==> src/rtl/people_move_control.sv <==
// Player sprite controller: key-driven movement clamped to the playfield, blink/death
// sequence on ghost contact, lives bookkeeping, respawn with a ghost reset pulse, game over.
module people_move_control #(
    parameter int START_UP    = 330,
    parameter int START_LEFT  = 250,
    parameter int STEP        = 10,
    parameter int MIN_UP      = 40,
    parameter int MAX_UP      = 440,
    parameter int MIN_LEFT    = 40,
    parameter int MAX_LEFT    = 600,
    parameter int LIVES       = 3,
    parameter int TICK_CYCLES = 10_000_000,
    parameter int DIE_TICKS   = 10
) (
    input  logic       clk,
    input  logic       rst,
    input  logic       key_valid,
    input  logic [8:0] key_code,
    input  logic       fail,
    output logic [9:0] people_up,
    output logic [9:0] people_left,
    output logic [1:0] dir,
    output logic       visible,
    output logic [2:0] lives,
    output logic       ghost_rst,
    output logic       game_over
);
    localparam int TW = (TICK_CYCLES > 1) ? $clog2(TICK_CYCLES) : 1;
    localparam int DW = $clog2(DIE_TICKS + 1);

    localparam logic [TW-1:0] TICK_LAST    = TW'(TICK_CYCLES - 1);
    localparam logic [DW-1:0] DIE_LAST     = DW'(DIE_TICKS);
    localparam logic [9:0]    START_UP_C   = 10'(START_UP);
    localparam logic [9:0]    START_LEFT_C = 10'(START_LEFT);
    localparam logic [9:0]    MIN_UP_C     = 10'(MIN_UP);
    localparam logic [9:0]    MAX_UP_C     = 10'(MAX_UP);
    localparam logic [9:0]    MIN_LEFT_C   = 10'(MIN_LEFT);
    localparam logic [9:0]    MAX_LEFT_C   = 10'(MAX_LEFT);
    localparam logic [2:0]    LIVES_C      = 3'(LIVES);

    localparam logic [1:0] DIR_LEFT  = 2'd0;
    localparam logic [1:0] DIR_RIGHT = 2'd1;
    localparam logic [1:0] DIR_UP    = 2'd2;
    localparam logic [1:0] DIR_DOWN  = 2'd3;

    typedef enum logic [1:0] {
        PLAY    = 2'd0,
        DYING   = 2'd1,
        RESPAWN = 2'd2,
        OVER    = 2'd3
    } state_t;

    state_t          state_r, state_s;
    logic [9:0]      up_r, up_s;
    logic [9:0]      left_r, left_s;
    logic [1:0]      dir_r, dir_s;
    logic            visible_r, visible_s;
    logic [2:0]      lives_r, lives_s;
    logic            ghost_rst_r, ghost_rst_s;
    logic            game_over_r, game_over_s;
    logic [TW-1:0]   tick_r, tick_s;
    logic [DW-1:0]   die_r, die_s;
    logic            key_hit_s;
    logic [1:0]      key_dir_s;

    // Returns {hit, direction}; unmapped codes give hit=0.
    function automatic logic [2:0] decode_key(input logic [8:0] code);
        logic [2:0] res;
        case (code)
            9'h01C, 9'h005: res = {1'b1, DIR_LEFT};
            9'h023, 9'h006: res = {1'b1, DIR_RIGHT};
            9'h01D, 9'h004: res = {1'b1, DIR_UP};
            9'h01B, 9'h00C: res = {1'b1, DIR_DOWN};
            default:        res = 3'b000;
        endcase
        return res;
    endfunction

    // Comparisons are widened to 11 bits so a step past either bound cannot wrap.
    function automatic logic [9:0] step_dec(input logic [9:0] pos, input logic [9:0] lo);
        logic [9:0] res;
        if ({1'b0, pos} <= ({1'b0, lo} + 11'(STEP))) begin
            res = lo;
        end else begin
            res = pos - 10'(STEP);
        end
        return res;
    endfunction

    function automatic logic [9:0] step_inc(input logic [9:0] pos, input logic [9:0] hi);
        logic [9:0] res;
        if (({1'b0, pos} + 11'(STEP)) >= {1'b0, hi}) begin
            res = hi;
        end else begin
            res = pos + 10'(STEP);
        end
        return res;
    endfunction

    assign {key_hit_s, key_dir_s} = decode_key(key_code);

    // Next-state and next-output logic for the play / death / respawn sequence.
    always_comb begin
        state_s     = state_r;
        up_s        = up_r;
        left_s      = left_r;
        dir_s       = dir_r;
        visible_s   = visible_r;
        lives_s     = lives_r;
        ghost_rst_s = 1'b0;
        game_over_s = game_over_r;
        tick_s      = '0;
        die_s       = die_r;
        case (state_r)
            PLAY: begin
                if (fail) begin
                    state_s = DYING;
                    die_s   = '0;
                end else if (key_valid && key_hit_s) begin
                    dir_s = key_dir_s;
                    case (key_dir_s)
                        DIR_LEFT:  left_s = step_dec(left_r, MIN_LEFT_C);
                        DIR_RIGHT: left_s = step_inc(left_r, MAX_LEFT_C);
                        DIR_UP:    up_s   = step_dec(up_r, MIN_UP_C);
                        DIR_DOWN:  up_s   = step_inc(up_r, MAX_UP_C);
                        default:   up_s   = up_r;
                    endcase
                end else begin
                    dir_s = dir_r;
                end
            end
            DYING: begin
                // The final tick is shown for one cycle before the sequence resolves.
                if (die_r == DIE_LAST) begin
                    visible_s = 1'b1;
                    if (lives_r == 3'd1) begin
                        state_s     = OVER;
                        lives_s     = 3'd0;
                        game_over_s = 1'b1;
                    end else begin
                        state_s     = RESPAWN;
                        lives_s     = lives_r - 3'd1;
                        up_s        = START_UP_C;
                        left_s      = START_LEFT_C;
                        dir_s       = DIR_RIGHT;
                        ghost_rst_s = 1'b1;
                    end
                end else if (tick_r == TICK_LAST) begin
                    visible_s = ~visible_r;
                    die_s     = die_r + DW'(1);
                end else begin
                    tick_s = tick_r + TW'(1);
                end
            end
            RESPAWN: begin
                if (fail) begin
                    state_s = RESPAWN;
                end else begin
                    state_s = PLAY;
                end
            end
            OVER: begin
                state_s = OVER;
            end
            default: begin
                state_s = PLAY;
            end
        endcase
    end

    // State and output registers with synchronous reset.
    always_ff @(posedge clk) begin
        if (rst) begin
            state_r     <= PLAY;
            up_r        <= START_UP_C;
            left_r      <= START_LEFT_C;
            dir_r       <= DIR_RIGHT;
            visible_r   <= 1'b1;
            lives_r     <= LIVES_C;
            ghost_rst_r <= 1'b0;
            game_over_r <= 1'b0;
            tick_r      <= '0;
            die_r       <= '0;
        end else begin
            state_r     <= state_s;
            up_r        <= up_s;
            left_r      <= left_s;
            dir_r       <= dir_s;
            visible_r   <= visible_s;
            lives_r     <= lives_s;
            ghost_rst_r <= ghost_rst_s;
            game_over_r <= game_over_s;
            tick_r      <= tick_s;
            die_r       <= die_s;
        end
    end

    assign people_up   = up_r;
    assign people_left = left_r;
    assign dir         = dir_r;
    assign visible     = visible_r;
    assign lives       = lives_r;
    assign ghost_rst   = ghost_rst_r;
    assign game_over   = game_over_r;

endmodule

==> config.mk <==
export PLATFORM = sky130hd
export DESIGN_NAME = people_move_control
export DESIGN_NICKNAME = d
export VERILOG_FILES = /design/src/rtl/people_move_control.sv
export SDC_FILE = /design/constraint.sdc
export NUM_CORES = 1
export LEC_CHECK = 0
export BUFFER_PORTS_ARGS = -buffer_cell sky130_fd_sc_hd__buf_4
export CAP_MARGIN = 25
export CORE_MARGIN = 2
export CORE_UTILIZATION = 47
export CTS_CLUSTER_DIAMETER = 120
export DETAILED_ROUTE_END_ITERATION = 8
export PLACE_DENSITY = 0.66
export SYNTH_ARGS = -nofsm -noshare
export SYNTH_HDL_FRONTEND = slang
export SYNTH_SLANG_ARGS = --single-unit
==> constraint.sdc <==
create_clock -name clk -period 2.6 [get_ports clk]
set_clock_uncertainty 0.2 [all_clocks]
set_input_delay 0.26 -clock clk [delete_from_list [all_inputs] [get_ports clk]]
set_output_delay 0.26 -clock clk [all_outputs]
set_load 0.05 [all_outputs]
==> qor.log, run 1 <==
INFO  clock_tree     cts.root.buffer_cell=clkbuf_8
INFO  floorplanning  die_h=92.9µm
INFO  clock_tree     clk-insertion-delay-late=0.32ns
INFO  synthesis      synth.yosys.warnings=0
INFO  cells_and_area finalNetCount=547
INFO  critical_path  worstSetupEndpointType=flip-flop
INFO  synthesis      netlist-cell-type-count=70
INFO  timing         tightest_slew=0.798ns
INFO  timing         report.final.slew_viol_count=0
INFO  synthesis      synthCells=480
INFO  power          total_power=1.51mW
INFO  job            drv_cap=0
INFO  clock_tree     cts_tree=done
INFO  cells_and_area final_layout_size_suffix_gt1_share=18.1%
INFO  timing         timing.setup.tns=0ns
INFO  timing         finalHoldViolations=0
INFO  hold_path      hold_class=in2reg
INFO  placement      port-buffer-count=38
INFO  floorplanning  floorplan.io_pins=41
INFO  critical_path  crit_required=2.61ns
INFO  critical_path  crit_path_start_kind=primary input
INFO  synthesis      synthesis.area=0.00371mm²
INFO  drt            drt_wl_total=9.08mm
INFO  cells_and_area final_cell_count_no_fill=628
INFO  synthesis      synth.cells.most_frequent=nor2_1 (60), dfxtp_1 (56), nand2_1 (36), o21ai_0 (34), a21oi_1 (25)
INFO  placement      numPlacedInstances=616
INFO  clock_tree     tritoncts_num_sinks=56
INFO  synthesis      yosys.area.top_type_share=30.2%
INFO  timing         rsz_0062_raised_after_global_routing=false
INFO  timing         portion_of_the_clock_cycle_consumed_by_the_worst_path_in_the_final_layout=98.1%
INFO  power          power_report.internal_total=1.11mW
INFO  global_route   number_of_antenna_violations_at_the_first_check_in_global_routing=0
INFO  global_route   first_pass_grt_wire_length=14.9mm
INFO  floorplanning  dieArea=0.00863mm²
INFO  drt            postRouteAntennaNets=0
INFO  floorplanning  floorplan.initialDensity=48.3%
INFO  timing         final-setup-viol-count=0
INFO  global_route   grt_overflow=0
INFO  synthesis      synth_seq_area_share=30.2%
INFO  drt            first_pass_iteration_count_of_the_detailed_router=6
INFO  timing         period_minus_slack=2.55ns
INFO  timing         relSlewSlack=46.7%
INFO  placement      place_hpwl=6.58mm
INFO  power          clock_power_share=34.2%
INFO  power          swShare=26.6%
INFO  global_route   grt_pass1_vias=3,127
INFO  synthesis      synthesis_stage_register_bit_count=56
INFO  placement      gp_congestion=0.875
INFO  synthesis      synth_most_common_cell=nor2_1
INFO  status         run_status=complete, no violations
INFO  synthesis      synth-async-reset-ratio=0%
INFO  power          leakage=1.64nW
INFO  drt            vias=3,631
INFO  clock_tree     cts_max_path_buffers=2
INFO  drt            drt-initial-drc-count=190
INFO  power          share_comb_of_total_power=8.2%
INFO  drt            post_drt_wl_per_cell=14.5µm
INFO  power          pwr-share-seq=57.6%
INFO  synthesis      avgSynthCellArea=7.74µm²
INFO  drt            post-route-drc-count=0
INFO  synthesis      synth_top_cells_by_area=dfxtp_1 (30%), nor2_1 (6.1%), xor2_1 (4.7%), o21ai_0 (4.6%), nand2_1 (3.6%)
INFO  power          netSwitchingPower=0.402mW
INFO  critical_path  worst-path-max-fanout=6
INFO  floorplanning  floorplan.core_area=0.00769mm²
INFO  global_route   grt_util_all_layers=20.8%
INFO  drt            vias_per_cell=5.78
INFO  critical_path  path_class=in2reg
INFO  clock_tree     clock_tree.htree_level_count=2
INFO  clock_tree     cts_buffers=5
INFO  cells_and_area antennaDiodeCount=0
INFO  synthesis      yosys_most_used_dff=dfxtp_1
INFO  cells_and_area syn2layout_area_growth=16.7%
INFO  clock_tree     cts.clk_slew.worst_paths=0.12ns
INFO  floorplanning  core.rowCount=32
INFO  synthesis      synth_edf_count=0
INFO  power          vdd.ir_drop.worst=190µV
INFO  timing         clock.fmax=392MHz
INFO  synthesis      yosysTopAreaCell=dfxtp_1
INFO  power          cellPowerDensity=348mW/mm²
INFO  global_route   pin_count_of_the_biggest_net_entering_global_routing=31
INFO  floorplanning  chipWidth=92.9µm
INFO  critical_path  timing.critical_path.arrival=2.56ns
==> critical path, cell delays in order <==
cell and delay, ns:
dlygate4sd3_1 0.54, buf_4 0.16, nand2b_1 0.16, or2_2 0.29, or3_4 0.42, nor4_4 0.34, o21ai_1 0.19, o32a_1 0.20
==> sequential cells by signal, indices dropped and copies added (netlist names), 2 cells and up <==
name         cells
people_up        9
die_r            4
lives            3
dir              2
tick_r          24
people_left      9
state_r          2
==> what timing repair did <==
action                                  CTS  global route
hold endpoints to repair                  2             0
hold buffers                              1             0
resized for setup                         0             8
buffers inserted                          0             3
endpoints found under the setup margin    0             9
==> metrics by stage <==
stage          setup WS (ns)  hold slack, ns  utilization, %  area [µm²]
3_5_place_dp           0.117           0.265            54.4        4180
6_report              0.0497           0.115            56.4        4340
3_3_place_gp           0.169           0.255            54.4        4180
2_1_floorplan         0.0228           0.153               -        3720
4_1_cts               0.0757           0.117            55.8        4290
5_1_grt              0.00239           0.118            56.4        4340
==> logic make-up after synthesis <==
kind of cell,share of synthesized area (%)
other,0.101
AO/OA/AOI/OAI,22.7
adder cells (fa/ha/maj),3.30
AND/OR/NAND/NOR,29.7
XOR/XNOR,7.31
buffers and inverters,4.65
flip-flops,30.2
multiplexers,2.02
==> layer usage <==
layer  vias up  part of all wire (%)  track usage (%)
li1       1833                     -                -
met1      1718                    48             29.0
met2        72                    48             34.2
met3         8                   3.4             2.93
met4         0                   1.0             4.29
met5         -                     0                0
==> power groups by stage <==
stage                     logic (mW)  registers (mW)  clock network [mW]
after floorplan               0.0745           0.890                   0
after global placement         0.119           0.888                   0
after detailed placement       0.122           0.888                   0
after CTS                      0.124           0.868               0.534
after global routing           0.134           0.869               0.571
final                          0.123           0.868               0.516
==> cell usage in the layout, fill, tap and decap left out, types with 3 or more instances in the layout <==
| cell | netlist | routed |
|---|---|---|
| nor3_1 | 21 | 21 |
| inv_1 | 13 | 13 |
| o211a_1 | 4 | 4 |
| nand3_1 | 14 | 14 |
| o21bai_1 | 3 | 3 |
| mux2_2 | 4 | 4 |
| or2_2 | 3 | 3 |
| nor2_1 | 60 | 60 |
| o22ai_1 | 3 | 3 |
| o21ai_1 | 3 | 4 |
| nand4_1 | 10 | 10 |
| xor2_1 | 20 | 20 |
| and3b_1 | 3 | 3 |
| or3_1 | 4 | 4 |
| o32a_1 | 3 | 3 |
| dfxtp_1 | 56 | 55 |
| a22oi_1 | 3 | 3 |
| a31oi_1 | 7 | 6 |
| nor3b_1 | 4 | 4 |
| nand2_1 | 36 | 36 |
| ha_1 | 9 | 8 |
| and2_1 | 4 | 4 |
| a211o_1 | 6 | 6 |
| and3_1 | 6 | 6 |
| clkbuf_8 | 0 | 5 |
| nand2b_1 | 11 | 10 |
| mux2i_1 | 3 | 3 |
| nand3b_1 | 4 | 4 |
| o211ai_1 | 5 | 5 |
| a211oi_1 | 4 | 4 |
| o21ai_0 | 34 | 33 |
| and4_1 | 3 | 3 |
| xnor2_1 | 11 | 11 |
| buf_4 | 2 | 64 |
| nor2b_1 | 7 | 7 |
| nor4_1 | 8 | 7 |
| a21oi_1 | 25 | 25 |
==> final cells by class <==
cell class / count / area, µm²
Sequential cell: 56 / 1120
Tap cell: 102 / 128
Inverter: 13 / 48.8
Clock buffer: 5 / 68.8
Multi-Input combinational cell: 384 / 2450
Fill cell: 758 / 3350
Timing Repair Buffer: 65 / 490
Clock inverter: 3 / 27.5
==> path summary, 6_finish.rpt <==
check / startpoint / endpoint / slack, ns / cells past startpoint
setup / recovery: fail / people_up[3] / 0.05 / 8
hold / removal: rst / game_over / 0.11 / 2
setup reg to reg: people_up[1] / people_up[5] / 0.17 / 8
hold reg to reg: game_over / game_over / 0.29 / 2
Note: power is estimated with default switching activity, not from simulation.
==> run 2, diff against run 1 <==
- CORE_UTILIZATION: 47 -> 32
- PLACE_DENSITY: 0.66 -> default
==> run 2 against run 1 <==
  * Global-route usage shrank 6.0 points
  * First-iteration DRC count increased by 7.4%
  * Critical path type is now reg2reg
  * Largest power group unchanged
  * Largest cell class unchanged
  * Sequential power hardly changed
  * Highest routed layer unchanged
  * Critical endpoint is now people_left[8]
==> qor.log, run 2 (same netlist as run 1, synthesis figures left out) <==
INFO  critical_path  worstSetupEndpointType=flip-flop
INFO  clock_tree     clk-insertion-delay-late=0.29ns
INFO  placement      place_hpwl=7.03mm
INFO  critical_path  crit-reg2reg-launch=people_left[1]
INFO  hold_path      hold_path_depth=2
INFO  critical_path  maximum_cell_stage_delay_along_the_critical_path=0.36ns
INFO  global_route   grt_util_all_layers=14.8%
INFO  floorplanning  core.rowCount=39
INFO  clock_tree     clock_tree.htree_level_count=2
INFO  timing         clock.fmax=415MHz
INFO  timing         relSlewSlack=50.8%
INFO  clock_tree     cts.root.buffer_cell=clkbuf_16
INFO  drt            postRouteAntennaNets=0
INFO  drt            vias=3,593
INFO  placement      numPlacedInstances=659
INFO  timing         report.final.slew_viol_count=0
INFO  timing         rsz_0062_raised_after_global_routing=false
INFO  cells_and_area antennaDiodeCount=0
INFO  cells_and_area regMostFlops=tick_r
INFO  cells_and_area largest_register_ffs=24
INFO  hold_path      worstHoldStart=fail
INFO  floorplanning  floorplan.core_area=0.0114mm²
INFO  critical_path  critical_path.cell_chain=ha_1, o211a_2, buf_4, o21ai_0, a31oi_1, nor3_2, nor4_1, mux2_2
INFO  cells_and_area most_common_cell_after_layout_fill_and_taps_aside=buf_4
INFO  floorplanning  chipWidth=112µm
INFO  clock_tree     cts_max_path_buffers=2
INFO  power          vdd.ir_drop.worst=237µV
INFO  cells_and_area syn2layout_area_growth=18.5%
INFO  drt            vias_per_cell=5.39
INFO  cells_and_area final_layout_size_suffix_gt1_share=17.2%
INFO  critical_path  timing.critical_path.from=people_left[1]
INFO  clock_tree     cts_buffers=5
INFO  critical_path  timing.critical_path.arrival=2.40ns
INFO  power          total_power=1.67mW
INFO  critical_path  rr_endpoint=people_left[8]
INFO  global_route   number_of_antenna_violations_at_the_first_check_in_global_routing=0
INFO  power          cellPowerDensity=381mW/mm²
INFO  job            drv_cap=0
INFO  critical_path  crit_buf_inv=1
INFO  cells_and_area final_cell_count_no_fill=667
INFO  timing         timing.setup.tns=0ns
INFO  timing         finalHoldViolations=0
INFO  cells_and_area seqCellArea=0.00112mm²
INFO  drt            post-route-drc-count=0
INFO  floorplanning  dieArea=0.0125mm²
INFO  drt            post_drt_wl_per_cell=14.1µm
INFO  placement      port-buffer-count=38
INFO  global_route   grt_pass1_vias=3,358
INFO  critical_path  worst_path_dominant_cell_family=compound AO/OA/AOI/OAI gates
INFO  critical_path  worstRegToRegCells=8
INFO  global_route   first_pass_grt_wire_length=15.8mm
INFO  global_route   pin_count_of_the_biggest_net_entering_global_routing=31
INFO  cells_and_area layout.cells.most_common_list=buf_4 (63), nor2_1 (60), dfxtp_1 (56), nand2_1 (36), o21ai_0 (33)
INFO  floorplanning  die_h=112µm
INFO  critical_path  worst-path-max-fanout=7
INFO  floorplanning  floorplan.io_pins=41
INFO  critical_path  path_class=reg2reg
INFO  critical_path  regToRegSetupSlack=0.19ns
INFO  clock_tree     tritoncts_num_sinks=56
INFO  critical_path  crit_required=2.59ns
INFO  global_route   grt_overflow=0
INFO  timing         final-setup-viol-count=0
INFO  hold_path      min_to=die_r[3]
INFO  clock_tree     cts_tree=done
INFO  hold_path      hold_class=in2reg
INFO  critical_path  critPathSlowestCell=nor3_2
INFO  timing         period_minus_slack=2.41ns
INFO  timing         portion_of_the_clock_cycle_consumed_by_the_worst_path_in_the_final_layout=92.7%
INFO  cells_and_area finalNetCount=545
INFO  timing         tightest_slew=0.735ns
INFO  critical_path  crit_path_start_kind=flip-flop
INFO  cells_and_area fillCellCount=1,181
INFO  drt            first_pass_iteration_count_of_the_detailed_router=4
INFO  floorplanning  floorplan.initialDensity=32.7%
INFO  power          leakage=1.65nW
INFO  status         run_status=complete, no violations
INFO  cells_and_area multi_input_comb_area=0.00243mm²
INFO  drt            drt-initial-drc-count=204
INFO  clock_tree     cts.clk_slew.worst_paths=0.07ns
INFO  placement      gp_congestion=0.872
INFO  drt            drt_wl_total=9.43mm
-- run 2: cell count changes in the layout (fill, tap and decap cells not counted), sizes merged --
cell	before	now
clkbuf	5	6
dlygate4sd3	1	0
inv	14	13
buf	64	63
-- run 2: layout make-up --
cell class,count,share of cell area [%]
Clock buffer,6,2.93
Clock inverter,2,0.370
Inverter,13,1.11
Multi-Input combinational cell,384,55.3
Sequential cell,56,25.5
Tap cell,143,4.07
Timing Repair Buffer,63,10.7
-- run 2: power breakdown --
part | internal, mW | switching, mW | leakage, nW | total, mW
clock network | 0.360 | 0.321 | 0.0671 | 0.682
logic | 0.0468 | 0.0811 | 1.13 | 0.128
registers | 0.862 | 0.00378 | 0.452 | 0.865
-- run 2: worst max path at each step --
stage	to	slack, ns	cells after the start
global route	people_left[8]	0.05	8
detailed placement	people_left[4]	0.05	7
CTS	people_left[4]	0.03	7
global placement	people_left[4]	0.03	7
floorplan	people_left[8]	0.02	8
finish	people_left[8]	0.19	8
-- run 2: metal layers --
layer	share of wire [%]	GRT usage, %	vias up
met3	4.5	2.18	9
met2	46	25.3	76
met1	48	19.8	1679
li1	-	-	1829
met5	0	0	-
met4	0.96	3.05	0
-- run 2: repair_timing --
action | CTS | global route
hold buffers | 0 | 0
setup endpoints to repair | 0 | 6
setup buffers | 0 | 0
endpoints found under the hold margin | 0 | 0
gates resized for setup | 0 | 3
-- run 2: stage by stage --
stage / worst slack [ns] / utilization (%) / cell area, µm² / hold WS [ns]
2_1_floorplan: 0.0228 / - / 3720 / 0.153
5_1_grt: 0.0453 / 38.7 / 4400 / 0.00516
6_report: 0.190 / 38.7 / 4400 / 0.00660
4_1_cts: 0.0265 / 38.6 / 4390 / 0.00802
3_3_place_gp: 0.0276 / 37.4 / 4250 / 0.267
3_5_place_dp: 0.0478 / 37.4 / 4250 / 0.271
